===== config.mk =====
export PLATFORM = sky130hd
export DESIGN_NAME = rf_2p_lane_flat
export DESIGN_NICKNAME = d
export VERILOG_FILES = /design/src/rtl/rf_2p_lane_if.sv /design/src/rtl/rf_2p_lane.sv /design/src/flat_wrapper.sv
export SDC_FILE = /design/constraint.sdc
export NUM_CORES = 1
export LEC_CHECK = 0
export ABC_AREA = 1
export BUFFER_PORTS_ARGS = -buffer_cell sky130_fd_sc_hd__buf_4
export CAP_MARGIN = 20
export CORE_MARGIN = 4
export CORE_UTILIZATION = 40
export CTS_CLUSTER_DIAMETER = 60
export CTS_CLUSTER_SIZE = 24
export DETAILED_ROUTE_END_ITERATION = 12
export GPL_TIMING_DRIVEN = 0
export PLACE_DENSITY_LB_ADDON = 0.05
export SYNTH_ARGS = -nofsm -noshare
export SYNTH_HDL_FRONTEND = slang
export SYNTH_SLANG_ARGS = --single-unit

===== constraint.sdc =====
create_clock -name i_clk -period 3.03 [get_ports i_clk]
set_clock_uncertainty 0.05 [all_clocks]
set_input_delay 0.303 -clock i_clk [delete_from_list [all_inputs] [get_ports i_clk]]
set_output_delay 0.303 -clock i_clk [all_outputs]
set_load 0.01 [all_outputs]

===== src/rtl/rf_2p_lane_if.sv =====
// Bus bundle for the rf_2p_lane register file: clear/busy control, read
// request/response and masked write request. The master side drives the
// i_* requests and the slave side (the register file) drives the o_* responses.
interface rf_2p_lane_if #(
  parameter int WORDWD = 32,
  parameter int DWD    = 32,
  parameter int LANEWD = 16,
  parameter int SIZE   = 1
);
  localparam int AWD   = $clog2(WORDWD);
  localparam int NLANE = DWD / LANEWD;

  logic                      i_clear;
  logic                      o_busy;
  logic                      i_read;
  logic [AWD-1:0]            i_raddr;
  logic                      o_rvalid;
  logic [SIZE-1:0][DWD-1:0]  o_rdata;
  logic                      i_write;
  logic [AWD-1:0]            i_waddr;
  logic [NLANE-1:0]          i_wmsk;
  logic [SIZE-1:0][DWD-1:0]  i_wdata;

  modport master (
    output i_clear, i_read, i_raddr, i_write, i_waddr, i_wmsk, i_wdata,
    input  o_busy, o_rvalid, o_rdata
  );

  modport slave (
    input  i_clear, i_read, i_raddr, i_write, i_waddr, i_wmsk, i_wdata,
    output o_busy, o_rvalid, o_rdata
  );
endinterface


===== src/rtl/rf_2p_lane.sv =====
// rf_2p_lane: parametrised 1R/1W register file with SIZE parallel channels
// sharing one address pair, per-lane write mask, a hardware clear sequencer
// (after reset or on i_clear), out-of-range address protection and a
// 1- or 2-cycle registered read path with a valid strobe.
// Optional macro RF_2P_BYPASS_EN: when defined, a same-cycle same-address
// read returns the write-first merged word; when undefined it returns the
// old word (read-first). Either way the write commits normally.
module rf_2p_lane #(
  parameter int WORDWD = 32,
  parameter int DWD    = 32,
  parameter int LANEWD = 16,
  parameter int SIZE   = 1,
  parameter int RDLAT  = 1
) (
  input  logic          i_clk,
  input  logic          i_rst,
  rf_2p_lane_if.slave   io_bus
);
  localparam int NLANE = DWD / LANEWD;
  localparam int AWD   = $clog2(WORDWD);

  // Illegal geometries are rejected at elaboration.
  generate
    if (RDLAT != 1 && RDLAT != 2) begin : g_badRdlat
      $error("rf_2p_lane: RDLAT must be 1 or 2");
    end
    if ((DWD % LANEWD) != 0) begin : g_badLane
      $error("rf_2p_lane: DWD must be a multiple of LANEWD");
    end
    if (WORDWD < 2) begin : g_badDepth
      $error("rf_2p_lane: WORDWD must be at least 2");
    end
  endgenerate

  typedef enum logic {
    S_CLEAR = 1'b0,
    S_IDLE  = 1'b1
  } state_t;

  state_t                    r_state;
  state_t                    w_stateNext;
  logic [AWD-1:0]            r_cnt;
  logic [AWD-1:0]            w_cntNext;
  logic                      w_clrWe;
  logic                      w_busy;

  logic [SIZE-1:0][DWD-1:0]  r_mem [WORDWD];

  logic                      w_rdInRange;
  logic                      w_wrInRange;
  logic                      w_rdAcc;
  logic                      w_wrAcc;
  logic [SIZE-1:0][DWD-1:0]  w_rdRaw;
  logic [SIZE-1:0][DWD-1:0]  w_rdWord;

  logic                      r_vld1;
  logic [SIZE-1:0][DWD-1:0]  r_data1;

  assign w_busy        = (r_state == S_CLEAR);
  assign io_bus.o_busy = w_busy;

  assign w_rdInRange = (32'(io_bus.i_raddr) < 32'(WORDWD));
  assign w_wrInRange = (32'(io_bus.i_waddr) < 32'(WORDWD));
  assign w_rdAcc     = io_bus.i_read  & ~w_busy;
  assign w_wrAcc     = io_bus.i_write & ~w_busy & w_wrInRange;

  // Clear-sequencer state register; reset restarts the sweep from word 0.
  always_ff @(posedge i_clk) begin
    if (!i_rst) begin
      r_state <= S_CLEAR;
      r_cnt   <= '0;
    end else begin
      r_state <= w_stateNext;
      r_cnt   <= w_cntNext;
    end
  end

  // Clear sweep writes one word per cycle and leaves after the last word.
  always_comb begin
    w_stateNext = r_state;
    w_cntNext   = r_cnt;
    w_clrWe     = 1'b0;
    case (r_state)
      S_CLEAR: begin
        w_clrWe = 1'b1;
        if (r_cnt == AWD'(WORDWD - 1)) begin
          w_stateNext = S_IDLE;
          w_cntNext   = '0;
        end else begin
          w_cntNext = r_cnt + 1'b1;
        end
      end
      S_IDLE: begin
        if (io_bus.i_clear) begin
          w_stateNext = S_CLEAR;
          w_cntNext   = '0;
        end
      end
      default: begin
        w_stateNext = S_CLEAR;
        w_cntNext   = '0;
      end
    endcase
  end

  // Array update: clear sweep has priority (writes are blocked while busy anyway).
  always_ff @(posedge i_clk) begin
    if (i_rst && w_clrWe) begin
      r_mem[r_cnt] <= '0;
    end else if (w_wrAcc) begin
      for (int ch = 0; ch < SIZE; ch++) begin
        for (int k = 0; k < NLANE; k++) begin
          if (io_bus.i_wmsk[k]) begin
            r_mem[io_bus.i_waddr][ch][k*LANEWD +: LANEWD] <= io_bus.i_wdata[ch][k*LANEWD +: LANEWD];
          end
        end
      end
    end
  end

  // Raw array read; out-of-range addresses read as zero instead of X.
  always_comb begin
    w_rdRaw = '0;
    if (w_rdInRange) begin
      w_rdRaw = r_mem[io_bus.i_raddr];
    end
  end

  // Same-address collision: optionally merge the incoming masked lanes.
  always_comb begin
    w_rdWord = w_rdRaw;
`ifdef RF_2P_BYPASS_EN
    if (w_wrAcc && (io_bus.i_waddr == io_bus.i_raddr)) begin
      for (int ch = 0; ch < SIZE; ch++) begin
        for (int k = 0; k < NLANE; k++) begin
          if (io_bus.i_wmsk[k]) begin
            w_rdWord[ch][k*LANEWD +: LANEWD] = io_bus.i_wdata[ch][k*LANEWD +: LANEWD];
          end
        end
      end
    end
`else
    w_rdWord = w_rdRaw;
`endif
  end

  // First read stage: capture the word at the acceptance edge, hold otherwise.
  always_ff @(posedge i_clk) begin
    if (!i_rst) begin
      r_vld1  <= 1'b0;
      r_data1 <= '0;
    end else begin
      r_vld1 <= w_rdAcc;
      if (w_rdAcc) begin
        r_data1 <= w_rdWord;
      end
    end
  end

  generate
    if (RDLAT == 2) begin : g_lat2
      logic                      r_vld2;
      logic [SIZE-1:0][DWD-1:0]  r_data2;

      // Second read stage: data and strobe move together, data holds when idle.
      always_ff @(posedge i_clk) begin
        if (!i_rst) begin
          r_vld2  <= 1'b0;
          r_data2 <= '0;
        end else begin
          r_vld2 <= r_vld1;
          if (r_vld1) begin
            r_data2 <= r_data1;
          end
        end
      end

      assign io_bus.o_rvalid = r_vld2;
      assign io_bus.o_rdata  = r_data2;
    end else begin : g_lat1
      assign io_bus.o_rvalid = r_vld1;
      assign io_bus.o_rdata  = r_data1;
    end
  endgenerate

endmodule


===== src/flat_wrapper.sv =====
// flat-port wrapper written by rule: the top's interface ports become plain ports
module rf_2p_lane_flat 
#(
  parameter int WORDWD = 32,
  parameter int DWD    = 32,
  parameter int LANEWD = 16,
  parameter int SIZE   = 1,
  parameter int RDLAT  = 1
)
  (i_clk, i_rst, io_bus_i_clear, io_bus_i_read, io_bus_i_raddr, io_bus_i_write, io_bus_i_waddr, io_bus_i_wmsk, io_bus_i_wdata, io_bus_o_busy, io_bus_o_rvalid, io_bus_o_rdata);
  rf_2p_lane_if #(.WORDWD(WORDWD), .DWD(DWD), .LANEWD(LANEWD), .SIZE(SIZE)) io_bus_i ();
  input  logic i_clk;
  input  logic i_rst;
  input wire logic [$bits(io_bus_i.i_clear)-1:0] io_bus_i_clear;
  input wire logic [$bits(io_bus_i.i_read)-1:0] io_bus_i_read;
  input wire logic [$bits(io_bus_i.i_raddr)-1:0] io_bus_i_raddr;
  input wire logic [$bits(io_bus_i.i_write)-1:0] io_bus_i_write;
  input wire logic [$bits(io_bus_i.i_waddr)-1:0] io_bus_i_waddr;
  input wire logic [$bits(io_bus_i.i_wmsk)-1:0] io_bus_i_wmsk;
  input wire logic [$bits(io_bus_i.i_wdata)-1:0] io_bus_i_wdata;
  output wire logic [$bits(io_bus_i.o_busy)-1:0] io_bus_o_busy;
  output wire logic [$bits(io_bus_i.o_rvalid)-1:0] io_bus_o_rvalid;
  output wire logic [$bits(io_bus_i.o_rdata)-1:0] io_bus_o_rdata;
  assign io_bus_i.i_clear = io_bus_i_clear;
  assign io_bus_i.i_read = io_bus_i_read;
  assign io_bus_i.i_raddr = io_bus_i_raddr;
  assign io_bus_i.i_write = io_bus_i_write;
  assign io_bus_i.i_waddr = io_bus_i_waddr;
  assign io_bus_i.i_wmsk = io_bus_i_wmsk;
  assign io_bus_i.i_wdata = io_bus_i_wdata;
  assign io_bus_o_busy = io_bus_i.o_busy;
  assign io_bus_o_rvalid = io_bus_i.o_rvalid;
  assign io_bus_o_rdata = io_bus_i.o_rdata;
  rf_2p_lane #(.WORDWD(WORDWD), .DWD(DWD), .LANEWD(LANEWD), .SIZE(SIZE), .RDLAT(RDLAT)) u_core (.i_clk(i_clk), .i_rst(i_rst), .io_bus(io_bus_i));
endmodule

==> results.yml <==
status:
  outcome: "finished with violations"
  violations: "negative setup slack"
grt:
  grt_start_max_net_pins: 33
  grt_pass1_vias: 27900
  grt_usage: 0.269
  grt_first_pass_wirelength_um: 213000
  antenna_found_initial: 4
  grt-ovfl-total: 0
layout:
  final_nets: 4097
  instances_no_fill: 5529
  stdcell_area_sq_mm: 0.0513
  fillers: 9894
  drive_above_1_share: 0.158
  utilization: 0.479
  area_growth_pct: 18.8
logic_synthesis:
  synth_cell_types: 27
  synth_area_sq_mm: 0.0432
  synth_cells: 3722
  seq_area_frac_synth: 0.730
  ys_ff_latch: 1063
  synthesis.nets: 3773
  synth.avg_cell_area_sq_um: 11.6
  yosysWarnings: 0
critical_path:
  reg2reg_slack_ns: -0.09
  endpoint_kind: "flop"
  startpoint_type: "flop"
  r2r-end: "u_core.r_mem[29][20]$_DFFE_PP_"
  arrival_ns: 3.45
  path_class: "reg2reg"
  r2r_cells: 9
  critPathMaxFanout: 10
  r2r-start: "u_core.r_state$_SDFF_PN0_"
  critical_path_required_ns: 3.36
clocking:
  clk_pin_slew_ns: 0.08
  clock_latency_ns: 0.70
  cts_buffers: 90
  cts.path.max_buffers: 3
  cts_tree: "yes"
  clock-sinks: 1063
  cts_max_level: 3
  clockRootBuffer: "clkbuf_16"
pwr:
  powerDensity_mw_per_mm2: 594
  finalPower_w: 0.0305
  ir_drop_mv: 0.441
  power_leakage_nw: 18.7
die:
  dieArea_sq_mm: 0.113
  die_w_um: 337
  io_pins: 83
  fp-row-count: 120
  core_sq_mm: 0.107
  start_util: 0.403
  die_y_um: 337
placement:
  gp_congestion: 0.869
  place_area_sq_mm: 0.0479
  dp.cells: 5338
  io_buffers: 78
  hpwl_um: 112000
timing:
  grt_setup_unrepaired: "yes"
  final-setup-viol-count: 36
  layout_min_cycle_time_ns: 3.12
  worst_slew_pin_slew_ns: 1.23
  max_slew_margin: 0.182
  worst_slack_ns: -0.0873
  final_max_slew_viol_count: 0
  fin_crit_sh: 1.03
  whs_ns: 0.0300
  fmax_mhz: 321
  finalHoldViolCount: 0
flow_run:
  max_cap_violations: 0
min_path:
  min_path_cells: 3
  hold_class: "in2reg"
  min_from: "io_bus_i_wdata[13]"
  min_to: "u_core.r_mem[16][13]$_DFFE_PP_"
detailed_routing:
  ant_nets: 0
  num_vias: 30000
  dr.pass1.iters: 5
  drc: 0
  drt_iter0_drc: 3220
  wl_per_cell_um: 27.8
  routed_wl_um: 154000
  vias_per_cell: 5.43
[worst max path at each step]
stage	from	to	slack, ns	depth (start not counted)
2_1_floorplan	u_core.r_state$_SDFF_PN0_	u_core.r_mem[10][0]$_DFFE_PP_	0.19	9
3_3_place_gp	i_rst	u_core.r_mem[28][5]$_DFFE_PP_	-2.67	6
3_5_place_dp	i_rst	u_core.r_mem[29][6]$_DFFE_PP_	-0.53	8
4_1_cts	u_core.r_state$_SDFF_PN0_	u_core.r_mem[9][31]$_DFFE_PP_	-0.009	10
5_1_grt	u_core.r_state$_SDFF_PN0_	u_core.r_mem[15][23]$_DFFE_PP_	-0.13	10
6_report	u_core.r_state$_SDFF_PN0_	u_core.r_mem[29][20]$_DFFE_PP_	-0.09	9
[where the power goes]
part           leakage, nW  internal (W)  switching, W  total, W
Combinational         8.64      0.000563       0.00156   0.00213
Clock                 1.52       0.00629       0.00609    0.0124
Sequential            8.51        0.0159     0.0000228    0.0160
Total                 18.7        0.0228       0.00768    0.0305
[layout by cell type, fill, tap and decap left out, types with 19 or more instances in the layout]
cell type and instances:
nand3_1 833, nand2_1 1329, inv_6 22, clkbuf_1 85, buf_4 126, nor3_4 22, inv_1 46, o21ai_0 34
buf_6 93, a21oi_1 36, buf_8 19, nor3_2 42, dfxtp_1 39, nor2_4 23, edfxtp_1 1024, buf_2 102
clkbuf_16 90
[cell type report]
type / count / area, sq um / share of cell area
Buffer: 241 / 1200 / 0.0233
Tap cell: 1403 / 1760 / 0.0342
Antenna cell: 2 / 5.00 / 0.0000975
Sequential cell: 1063 / 31500 / 0.614
Inverter: 54 / 205 / 0.00400
Clock buffer: 95 / 2270 / 0.0442
Timing Repair Buffer: 232 / 2670 / 0.0520
Multi-Input combinational cell: 2364 / 10900 / 0.212
Clock inverter: 75 / 837 / 0.0163
[state kept, by name, summed over array words and instances, names as in the netlist]
register / cells
u_core.r_mem: 1024
u_core.io_bus.o_rdata: 32
u_core.r_state: 1
u_core.r_cnt: 5
u_core.io_bus.o_rvalid: 1
[critical path: stages, from the launching register on]
cell	delay, ns
dfxtp_1	0.36
nand2_1	0.08
inv_2	0.04
nand2_2	0.11
nand2_8	0.11
o21ai_2	0.34
nand2_2	0.29
buf_2	0.35
nor3_2	0.77
buf_6	0.27
[metal layers]
layer / up-vias / part of all wire / track usage
li1: 13700 / - / -
met1: 15000 / 0.43 / 0.381
met2: 1129 / 0.47 / 0.439
met3: 179 / 0.076 / 0.0420
met4: 0 / 0.022 / 0.0646
met5: - / 0 / 0
[cells in the mapped netlist]
| cell type | count | area share |
|---|---|---|
| nand2_1 | 1329 | 0.12 |
| edfxtp_1 | 1024 | 0.71 |
| nand3_1 | 833 | 0.097 |
| buf_2 | 102 | 0.012 |
| clkbuf_1 | 80 | 0.0070 |
| nor3_1 | 53 | 0.0061 |
| inv_1 | 46 | 0.0040 |
| buf_4 | 42 | 0.0073 |
| nor2_1 | 41 | 0.0036 |
| dfxtp_1 | 39 | 0.018 |
| a21oi_1 | 36 | 0.0042 |
| o21ai_0 | 34 | 0.0039 |
| buf_1 | 16 | 0.0014 |
| nand2_2 | 15 | 0.0022 |
| nor3_2 | 11 | 0.0025 |
| inv_2 | 6 | 0.00052 |
| o21ai_2 | 4 | 0.00081 |
| ha_1 | 2 | 0.00058 |
| a211oi_1 | 1 | 0.00017 |
| buf_6 | 1 | 0.00026 |
| clkinv_1 | 1 | 0.000087 |
| inv_4 | 1 | 0.00014 |
| nand2_8 | 1 | 0.00046 |
| nor2_2 | 1 | 0.00014 |
| o21ai_4 | 1 | 0.00038 |
| or2_4 | 1 | 0.00020 |
| xor2_1 | 1 | 0.00020 |
[logic make-up after synthesis]
family	Yosys count	share of synthesized area
AOI/OAI and AO/OA	76	0.00947
xor gates and xnor gates	1	0.000203
adders and majority gates	2	0.000579
buffers and inverters	295	0.0325
DFF	1063	0.730
and+or+nand+nor	2285	0.227
[repair_timing]
item,4_1_cts,5_1_grt
gates resized for setup,6,5
buffers inserted,0,5
hold endpoints to repair,38,0
hold buffers,12,0
endpoints found under the setup margin,42,135
pin swaps,0,5
[per-stage QoR]
step	setup WS, ns	setup TNS (ns)
2_1_floorplan	0.190	0
3_3_place_gp	-2.67	-2750.77
3_5_place_dp	-0.527	-120.36
4_1_cts	-0.00936	-0.0535
5_1_grt	-0.134	-5.35
6_report	-0.0873	-1.55
(Power assumes the default switching activity.)
